**src/rtl/rv32i_pkg.sv**
```systemverilog
// Definitions shared by the RV32I front end: opcode constants, the NOP word and
// the fetch FSM state encoding used by both fetch_stage and control.
package rv32i_pkg;

   localparam logic [6:0]  OP_LOAD   = 7'b0000011;
   localparam logic [6:0]  OP_STORE  = 7'b0100011;
   localparam logic [6:0]  OP_RTYPE  = 7'b0110011;
   localparam logic [6:0]  OP_ITYPE  = 7'b0010011;

   localparam logic [31:0] NOP_INSTR = 32'h0000_0013;

   typedef enum logic [1:0] {
      FETCH = 2'd0,
      WAIT  = 2'd1,
      HOLD  = 2'd2,
      HALT  = 2'd3
   } fetch_state_t;

endpackage

```
**src/rtl/pc_register.sv**
```systemverilog
// Program counter with next-PC selection, PC+4 adder and a misalignment flag
// for the candidate next PC; the PC only advances on an aligned retire.
module pc_register #(
   parameter logic [31:0] RESET_PC = 32'h0000_0000
) (
   input  logic        clk,
   input  logic        rst_n,
   input  logic        retire,
   input  logic        pc_src,
   input  logic [31:0] pc_target,
   output logic [31:0] pc,
   output logic [31:0] pc_plus4,
   output logic        misaligned
);

   logic [31:0] next_pc;

   assign pc_plus4   = pc + 32'd4;
   assign next_pc    = pc_src ? pc_target : pc_plus4;
   assign misaligned = |next_pc[1:0];

   always_ff @(posedge clk or negedge rst_n) begin
      if (!rst_n) begin
         pc <= RESET_PC;
      end else if (retire && !misaligned) begin
         pc <= next_pc;
      end
   end

endmodule

```
**src/rtl/fetch_stage.sv**
```systemverilog
// RV32I instruction fetch: one outstanding word request, an instruction register
// feeding the control unit, retire counting and a sticky misaligned-target halt.
module fetch_stage
   import rv32i_pkg::*;
#(
   parameter logic [31:0] RESET_PC = 32'h0000_0000
) (
   input  logic        clk,
   input  logic        rst_n,
   output logic        imem_req,
   output logic [31:0] imem_addr,
   input  logic        imem_ready,
   input  logic        imem_rvalid,
   input  logic [31:0] imem_rdata,
   input  logic        stall,
   input  logic        pc_src,
   input  logic [31:0] pc_target,
   output logic        instr_valid,
   output logic [31:0] instr,
   output logic [31:0] pc,
   output logic [31:0] pc_plus4,
   output logic [6:0]  op_code,
   output logic [2:0]  func3,
   output logic [6:0]  func7,
   output logic        fault,
   output logic [31:0] instret
);

   if (RESET_PC[1:0] != 2'b00) begin : g_reset_pc_check
      $error("fetch_stage: RESET_PC must be word aligned");
   end

   fetch_state_t state_q, state_d;
   logic         run_q;
   logic         retire;
   logic         load_instr;
   logic         misaligned;

   pc_register #(
      .RESET_PC (RESET_PC)
   ) u_pc_register (
      .clk        (clk),
      .rst_n      (rst_n),
      .retire     (retire),
      .pc_src     (pc_src),
      .pc_target  (pc_target),
      .pc         (pc),
      .pc_plus4   (pc_plus4),
      .misaligned (misaligned)
   );

   // run_q keeps the request low until the first edge after reset release
   always_ff @(posedge clk or negedge rst_n) begin
      if (!rst_n) begin
         state_q <= FETCH;
         run_q   <= 1'b0;
      end else begin
         state_q <= state_d;
         run_q   <= 1'b1;
      end
   end

   always_comb begin
      state_d     = state_q;
      imem_req    = 1'b0;
      instr_valid = 1'b0;
      retire      = 1'b0;
      load_instr  = 1'b0;
      case (state_q)
         FETCH: begin
            imem_req = run_q;
            if (run_q && imem_ready) begin
               state_d = WAIT;
            end
         end
         WAIT: begin
            if (imem_rvalid) begin
               load_instr = 1'b1;
               state_d    = HOLD;
            end
         end
         HOLD: begin
            instr_valid = 1'b1;
            if (!stall) begin
               retire  = 1'b1;
               state_d = misaligned ? HALT : FETCH;
            end
         end
         HALT: begin
            state_d = HALT;
         end
         default: begin
            state_d = FETCH;
         end
      endcase
   end

   // rdata is only captured in WAIT, so stray rvalid in other states is dropped
   always_ff @(posedge clk or negedge rst_n) begin
      if (!rst_n) begin
         instr <= NOP_INSTR;
      end else if (load_instr) begin
         instr <= imem_rdata;
      end
   end

   always_ff @(posedge clk or negedge rst_n) begin
      if (!rst_n) begin
         instret <= 32'd0;
      end else if (retire) begin
         instret <= instret + 32'd1;
      end
   end

   assign imem_addr = pc;
   assign fault     = (state_q == HALT);
   assign op_code   = instr[6:0];
   assign func3     = instr[14:12];
   assign func7     = instr[31:25];

endmodule

```
**config.mk**
```make
export PLATFORM = sky130hd
export DESIGN_NAME = fetch_stage
export DESIGN_NICKNAME = d
export VERILOG_FILES = /design/src/rtl/rv32i_pkg.sv /design/src/rtl/pc_register.sv /design/src/rtl/fetch_stage.sv
export SDC_FILE = /design/constraint.sdc
export NUM_CORES = 1
export LEC_CHECK = 0
export CORE_AREA = 2 2 145 133
export DETAILED_ROUTE_END_ITERATION = 8
export DIE_AREA = 0 0 147 135
export PLACE_DENSITY = 0.61
export SLEW_MARGIN = 5
export SYNTH_ARGS = -nofsm -noshare
export SYNTH_HDL_FRONTEND = slang
export SYNTH_SLANG_ARGS = --single-unit
```
**constraint.sdc**
```tcl
create_clock -name clk -period 2.35 [get_ports clk]
set_input_delay 0.47 -clock clk [delete_from_list [all_inputs] [get_ports clk]]
set_output_delay 0.47 -clock clk [all_outputs]
set_load 0.02 [all_outputs]
```
======== Word level (Yosys, flattened, before mapping) ========
Cells that the tools add are included.
word-level totals
  input port bits ......................... 70
  output and inout port bits .............. 180
  register bits after elaboration ......... 99
cells by class
  reduce and logical (&&, ||, !) cells .... 6
  eq/ne operators ......................... 6
  $add $sub $neg .......................... 2
  muxes and demuxes ....................... 12
operators with widths
  kind                                                 count
  adder 32 x 1 -> 32 bit, second input constant        1
  adder 32 x 3 -> 32 bit, second input constant        1
  2-to-1 mux 32 bit                                    1
  2-to-1 mux 2 bit                                     4
  case mux 2 bit (4 select lines)                      1
  2-to-1 mux 1 bit                                     6
  != test 2 bit, second input constant                 3
  equality test 2 bit, second input constant           2
  AND reduction 3 bit                                  1
  equality test 2 x 1 -> 1 bit, second input constant  1
  logical AND 1 bit                                    2
  logical NOT 2 bit                                    1
  OR reduction 2 bit                                   1
  logical NOT 1 bit                                    1

======== Longest topological paths before layout ========
Gate-level depths: netlist of the first run.
  depth in word-level cells ............... 6
  depth in mapped cells ................... 7
  depth with buffers taken out ............ 6

======== Modules after synthesis ========
From an unflattened synthesis of the first run, not the netlist that was laid out.
unflattened totals
  cell total of the unflattened synthesis .. 554
  area total of the unflattened synthesis .. 5580.4 um2
by module, submodules not included
  module       cells an instance  instances  seq. area each (um2)  area an instance (um2)
  fetch_stage  267                1          1680.4                3244.4
  pc_register  287                1          800.8                 2336.0

======== Worst setup path before layout of the first run ========
No wires, ideal clock.
  kind .................................... register -> output
  start ................................... reg u_pc_register.pc[2]
  end ..................................... out pc_plus4[22]
  cell stages (with the launch flop) ...... 7
  path slack .............................. -0.211 ns
  buffers on the path ..................... 1
  arrival time ............................ 2.091 ns
  data required time ...................... 1.880 ns
  cells stage by stage .................... dfrtp_1 -> ha_1 -> nand3_1 -> or4_4 -> buf_6 -> nor3_2 -> xor2_1
between the ends
  word-level cells in the longest chain between the ends .. 1
RTL lines
  element                 line               text
  from (decl)             pc_register.sv:11  output logic [31:0] pc,
  from (signal assigned)  pc_register.sv:26  pc <= next_pc;
  adder 32 x 3 -> 32 bit  pc_register.sv:18  assign pc_plus4 = pc + 32'd4;
  to (decl)               fetch_stage.sv:21  output logic [31:0] pc_plus4,
No other way between the ends.

======== Worst setup path in the final report of the first run ========
  start ................................... reg u_pc_register.pc[8]
  end ..................................... out pc_plus4[27]
Same word-level chain as after synthesis.

==> results of run 1 <==
synthesized netlist by cell type, types with 9 or more instances:
cell type  number
a21oi_1        16
and3_1         12
buf_4          52
clkbuf_1       14
dfrtp_1        96
inv_1           9
mux2_2         33
nand2_1        37
nand3_1        27
nand4_1        19
nor2_1         24
o21ai_0        20
xnor2_1        38
xor2_1         20
registers in the layout, indices dropped and copies added (netlist names):
| register | cells |
|---|---|
| instr | 32 |
| instret | 32 |
| run_q | 1 |
| state_q | 2 |
| u_pc_register.pc | 32 |
timing repair:
action | in CTS | in global routing
endpoints found under the hold margin | 0 | 0
gates cloned | 0 | 0
pin swaps | 22 | 22
resized for setup | 147 | 45
endpoints found under the setup margin | 28 | 25
setup buffers | 28 | 17
per-layer routing:
metal,global-route usage,routed length [um],part of all wire,vias to the layer above
li1,-,-,-,2440
met4,0.0588,346,0.019,0
met1,0.227,7630,0.41,2557
met5,0,0,0,-
met2,0.320,9250,0.50,248
met3,0.0399,1450,0.078,26
metrics by stage:
stage | hold WS, ns | setup TNS, ns | total power [W] | instance area, um2
6_report | 0.0939 | -3.13 | 0.00904 | 9370
5_1_grt | 0.140 | -4.65 | 0.00948 | 9370
3_5_place_dp | 0.469 | -4.80 | 0.00742 | 8520
2_1_floorplan | 0.174 | -0.130 | 0.00514 | 5540
4_1_cts | 0.110 | -3.82 | 0.00900 | 9130
3_3_place_gp | 0.458 | -4.40 | 0.00737 | 8520
where the power goes:
part / switching [W] / internal (W) / total (W)
logic: 0.00249 / 0.00248 / 0.00497
clock network: 0.000697 / 0.000792 / 0.00149
registers: 0.000400 / 0.00219 / 0.00259
logic make-up (layout without fill, tap and decap cells):
kind of cell    after synthesis  in the layout  synth area share
compound gates               72             72            0.0856
buf+inv                      84            403            0.0967
simple gates                170            170             0.181
xor+xnor                     58             58            0.0935
other cells                   1              1          0.000690
flops                        99             99             0.456
mux                          40             40            0.0813
fa+ha+maj                     2              2           0.00460
worst max-delay path, cell delays in order (launching register included):
cell and delay [ns]:
dfrtp_1 0.41, and4_1 0.23, nand4_1 0.23, buf_4 0.22
or4_4 0.43, xnor2_2 0.15, buf_6 0.14
final cells by class:
cell class | instances | area (um2)
Tap cell | 245 | 307
Clock inverter | 5 | 42.5
Multi-Input combinational cell | 343 | 2740
Sequential cell | 99 | 2490
Timing Repair Buffer | 377 | 3500
Clock buffer | 11 | 253
Fill cell | 1621 | 8860
Inverter | 10 | 37.5
worst paths after layout:
kind | start | endpoint | slack [ns] | depth (start not counted)
setup / recovery | u_pc_register.pc[8] | pc_plus4[27] | -0.29 | 6
hold / removal | rst_n | instret[23] | 0.09 | 1
setup reg to reg | u_pc_register.pc[9] | u_pc_register.pc[30] | 0.18 | 10
hold reg to reg | instret[31] | instret[31] | 0.47 | 1
max in group asynchronous | rst_n | u_pc_register.pc[3] | 1.61 | 2
min in group clk | instret[31] | instret[31] | 0.47 | 1
==> results_dict.tcl, run 1 <==
set metrics [dict create \
    mostFrequentLayoutCells "219 x clkdlybuf4s50_1, 125 x buf_4, 91 x dfrtp_1" \
    antenna_cells 0 \
    setup_viol_count_final 18 \
    hold_violations 0 \
    maxSlewViolCount 0 \
    final_common_cell "clkdlybuf4s50_1" \
    drtIter0Drc 309 \
    root_buffer "clkbuf_16" \
    start_util 0.298 \
    placed_cells 1033 \
    die_w_um 147 \
    ys_top_cells_by_area "dfrtp_1 44%, buf_4 7.2%, mux2_2 6.8%, xnor2_1 6.1%, xor2_1 3.2%" \
    dieArea_um2 19800 \
    fin_cells 1090 \
    rows 47 \
    synth_edf_count 0 \
    utilization 0.514 \
    antenna_left 0 \
    ys.flop_type "dfrtp_1" \
    dr.pass1.iters 5 \
    period_share 1.12 \
    relSlewSlack 0.643 \
    synth_top_area_frac 0.442 \
    yosysUniqueCellTypes 61 \
    clock_skew_ns 0.0104 \
    fp.coreArea_um2 18200 \
    nets 912 \
    crit_path_end_kind "output pin" \
    crit_path_start_kind "register" \
    ys_ff_latch 99 \
    tritoncts "built" \
    num_vias 5271 \
    insertion_delay_ns 0.35 \
    fin_ws_ns -0.287 \
    avgSynthCellArea_um2 10.3 \
    hpwl_um 13600 \
    boundaryPins 250 \
    clk_pin_slew_ns 0.07 \
    syn-num-nets 598 \
    leakage_nw 4.06 \
    yosysSeqAreaShare 0.456 \
    vdd_drop_max_mv 0.567 \
    grt_overflow 0 \
    die_y_um 135 \
    dpl_worst_slack_ns -0.349 \
    grt_first_pass_wirelength_um 28500 \
    fmax_mhz 379 \
    cp_data_required_time_ns 1.88 \
    ctsHoldBuffers 0 \
    crit_fanout 3 \
    first_global_vias 5243 \
    crit_arrival_ns 2.17 \
    pwr_density_cell_nw_per_um2 966 \
    worstMarginPinSlew_ns 0.536 \
    crit_type "register to output pin" \
    wire_per_inst_um 17.1 \
    drc_errors 0 \
    violations "setup timing" \
    via_per_inst 4.84 \
    io_buffer_count 249 \
    max-cap-violations 0 \
    synth.cell_area_um2 5440 \
    area_growth_pct 72.3 \
    status "finished, violations left" \
    rsz0062_at_grt "true" \
    fin_crit_ns 2.64 \
    grt_start_max_net_pins 42 \
    grt.total_usage 0.183 \
    htree_levels 3 \
    gp_congestion 0.847 \
    clk_path_buf_depth 2 \
    netlist_instances 526 \
    hold_class "primary input to asynchronous set/reset pin" \
    grt_antenna_before_repair 1 \
    cts_sinks 99 \
    cts_buffers 9 \
    synth-warning-count 0 \
    drive_above_1_share 0.315 \
    routed_wl_um 18700 \
    synth_area_leader_cell "dfrtp_1" \
    async_reset_ff_frac 1.00 \
]
No activity file was read; power rests on OpenSTA's default activity.
==> run 2: changes to the inputs <==
ABC_AREA = 1   (was unset)
CORE_AREA = 2 2 153 140   (was 2 2 145 133)
DIE_AREA = 0 0 155 142   (was 0 0 147 135)
GPL_TIMING_DRIVEN = 0   (was unset)
MAX_ROUTING_LAYER = met4   (was unset)
PLACE_DENSITY = 0.59   (was 0.61)
==> results_dict.tcl, run 2 <==
set metrics [dict create \
    maxSlewViolCount 0 \
    leakage_nw 4.43 \
    crit_type "register to output pin" \
    pwr_density_cell_nw_per_um2 1180 \
    rows 50 \
    relSlewSlack 0.603 \
    grt_start_max_net_pins 83 \
    tritoncts "built" \
    period_share 1.01 \
    path_delay_family "simple AND/OR/NAND/NOR gates" \
    crit_arrival_ns 1.90 \
    async_reset_ff_frac 1.00 \
    grt_antenna_before_repair 0 \
    synth_common_cells "276 x nand2_1, 133 x nor2_1, 96 x dfrtp_1, 63 x inv_1, 52 x buf_4" \
    nets 1178 \
    synth-warning-count 0 \
    die_y_um 142 \
    wire_per_inst_um 14.4 \
    synth_area_leader_cell "dfrtp_1" \
    setup_viol_count_final 2 \
    fin_cells 1371 \
    num_vias 6143 \
    start_util 0.294 \
    status "finished, violations left" \
    clk_pin_slew_ns 0.08 \
    grt_overflow 0 \
    htree_levels 3 \
    violations "setup timing" \
    crit_fanout 5 \
    slowest_delay_ns 0.40 \
    mostFrequentLayoutCells "264 x nand2_1, 219 x clkdlybuf4s50_1, 113 x nor2_1" \
    clk_path_buf_depth 2 \
    clock_skew_ns 0.0136 \
    worstMarginPinSlew_ns 0.596 \
    max-cap-violations 0 \
    insertion_delay_ns 0.35 \
    cp_data_required_time_ns 1.88 \
    reg2reg_slack_ns 0.57 \
    root_buffer "clkbuf_16" \
    synth_edf_count 0 \
    synth.cell_area_um2 6020 \
    avgSynthCellArea_um2 7.41 \
    dieArea_um2 22000 \
    fp.coreArea_um2 20500 \
    boundaryPins 250 \
    hold_violations 0 \
    drtIter0Drc 251 \
    ys.flop_type "dfrtp_1" \
    p_total_w 0.0114 \
    top_regs "instr (32), instret (32), u_pc_register.pc (32)" \
    ys_top_cells_by_area "dfrtp_1 40%, nand2_1 17%, nor2_1 8.3%, buf_4 6.5%, mux2_2 6.0%" \
    yosysUniqueCellTypes 36 \
    via_per_inst 4.48 \
    die_w_um 155 \
    fin_ws_ns -0.0209 \
    grt.total_usage 0.181 \
    num-fill-cells 2046 \
    crit_buf_inv 3 \
    vdd_drop_max_mv 0.631 \
    final_common_cell "nand2_1" \
    syn-num-nets 884 \
    antenna_cells 0 \
    rsz0062_at_grt "true" \
    synth_top_area_frac 0.399 \
    cts_buffers 9 \
    hold_class "primary input to register" \
    ys_ff_latch 99 \
    drive_above_1_share 0.223 \
    grt_first_pass_wirelength_um 30800 \
    hpwl_um 14600 \
    io_buffer_count 248 \
    dpl_worst_slack_ns -0.402 \
    synth.most_common_cell "nand2_1" \
    setup-tns-final_ns -0.0368 \
    drc_errors 0 \
    antenna_left 0 \
    area_growth_pct 59.7 \
    fmax_mhz 422 \
    cp_cell_sequence "buf_6 > ha_4 > nand2_4 > nor2_4 > nand2_4 > nor2_4 > buf_6 > nand2_2 > nand2_2 > nand2_2 > buf_6" \
    dr.pass1.iters 4 \
    crit_slowest_cell "dfrtp_1" \
    first_global_vias 5852 \
    whs_ns 0.465 \
    cts_sinks 99 \
    fin_crit_ns 2.37 \
    crit_path_end_kind "output pin" \
    netlist_instances 812 \
    routed_wl_um 19700 \
    gp_congestion 0.866 \
    yosysSeqAreaShare 0.412 \
    crit_path_start_kind "register" \
    placed_cells 1321 \
]
==> run 2: cell families after synthesis <==
logic type | synth area share
flip-flops | 0.412
XOR/XNOR | 0.0364
multiplexers | 0.0599
AND/OR/NAND/NOR | 0.337
adder cells (fa/ha/maj) | 0.00416
AO/OA/AOI/OAI | 0.0333
buffers and inverters | 0.117
other | 0.000623
==> run 2: worst register-to-register path: cells and delay by family, from the launching register on <==
family | cells | cell delay, ns
buffers and inverters | 2 | 0.38
AND/OR/NAND/NOR | 5 | 0.81
AO/OA/AOI/OAI | 1 | 0.10
flip-flops | 1 | 0.44
==> run 2: area by class of cell <==
type	count	area [um2]	share of cell area
buffer	66	450	0.0469
clock buffer	10	239	0.0249
clock inverter	6	77.6	0.00807
inverter	67	251	0.0262
multi-input combinational	581	3020	0.314
sequential	99	2510	0.261
tap	260	325	0.0338
timing repair buffer	282	2740	0.285
==> run 2: report_power, final <==
group / switching (W) / internal, W
Clock: 0.000748 / 0.000880
Sequential: 0.000672 / 0.00234
Combinational: 0.00329 / 0.00343
Total: 0.00471 / 0.00665
==> run 2: worst paths after layout <==
| path | from | depth (start not counted) | to |
|---|---|---|---|
| worst max-delay path | u_pc_register.pc[2] | 11 | pc_plus4[28] |
| worst min-delay path | pc_src | 3 | u_pc_register.pc[7] |
| worst max register to register | state_q[0] | 8 | u_pc_register.pc[15] |
| worst min register to register | instr[16] | 1 | instr[16] |
| max in group asynchronous | rst_n | 3 | instret[30] |
| min in group asynchronous | rst_n | 2 | u_pc_register.pc[14] |
==> run 2: layer usage <==
| layer | GRT usage | part of all wire |
|---|---|---|
| met4 | 0.0526 | 0.017 |
| met1 | 0.231 | 0.46 |
| met5 | - | 0 |
| met3 | 0.0365 | 0.058 |
| met2 | 0.293 | 0.47 |
==> run 2: timing repair <==
action,CTS,global route
hold endpoints to repair,17,0
setup endpoints to repair,27,25
hold buffers,1,0
gates cloned,1,0
resized for setup,131,49
setup buffers,11,21
pin swaps,7,16
==> run 2: metrics by stage <==
| step | area (um2) | utilization |
|---|---|---|
| final | 9610 | 0.470 |
| after CTS | 9360 | 0.458 |
| after floorplan | 6020 | - |
| after detailed placement | 8850 | 0.433 |
| after global placement | 8830 | 0.431 |
| after global routing | 9610 | 0.470 |
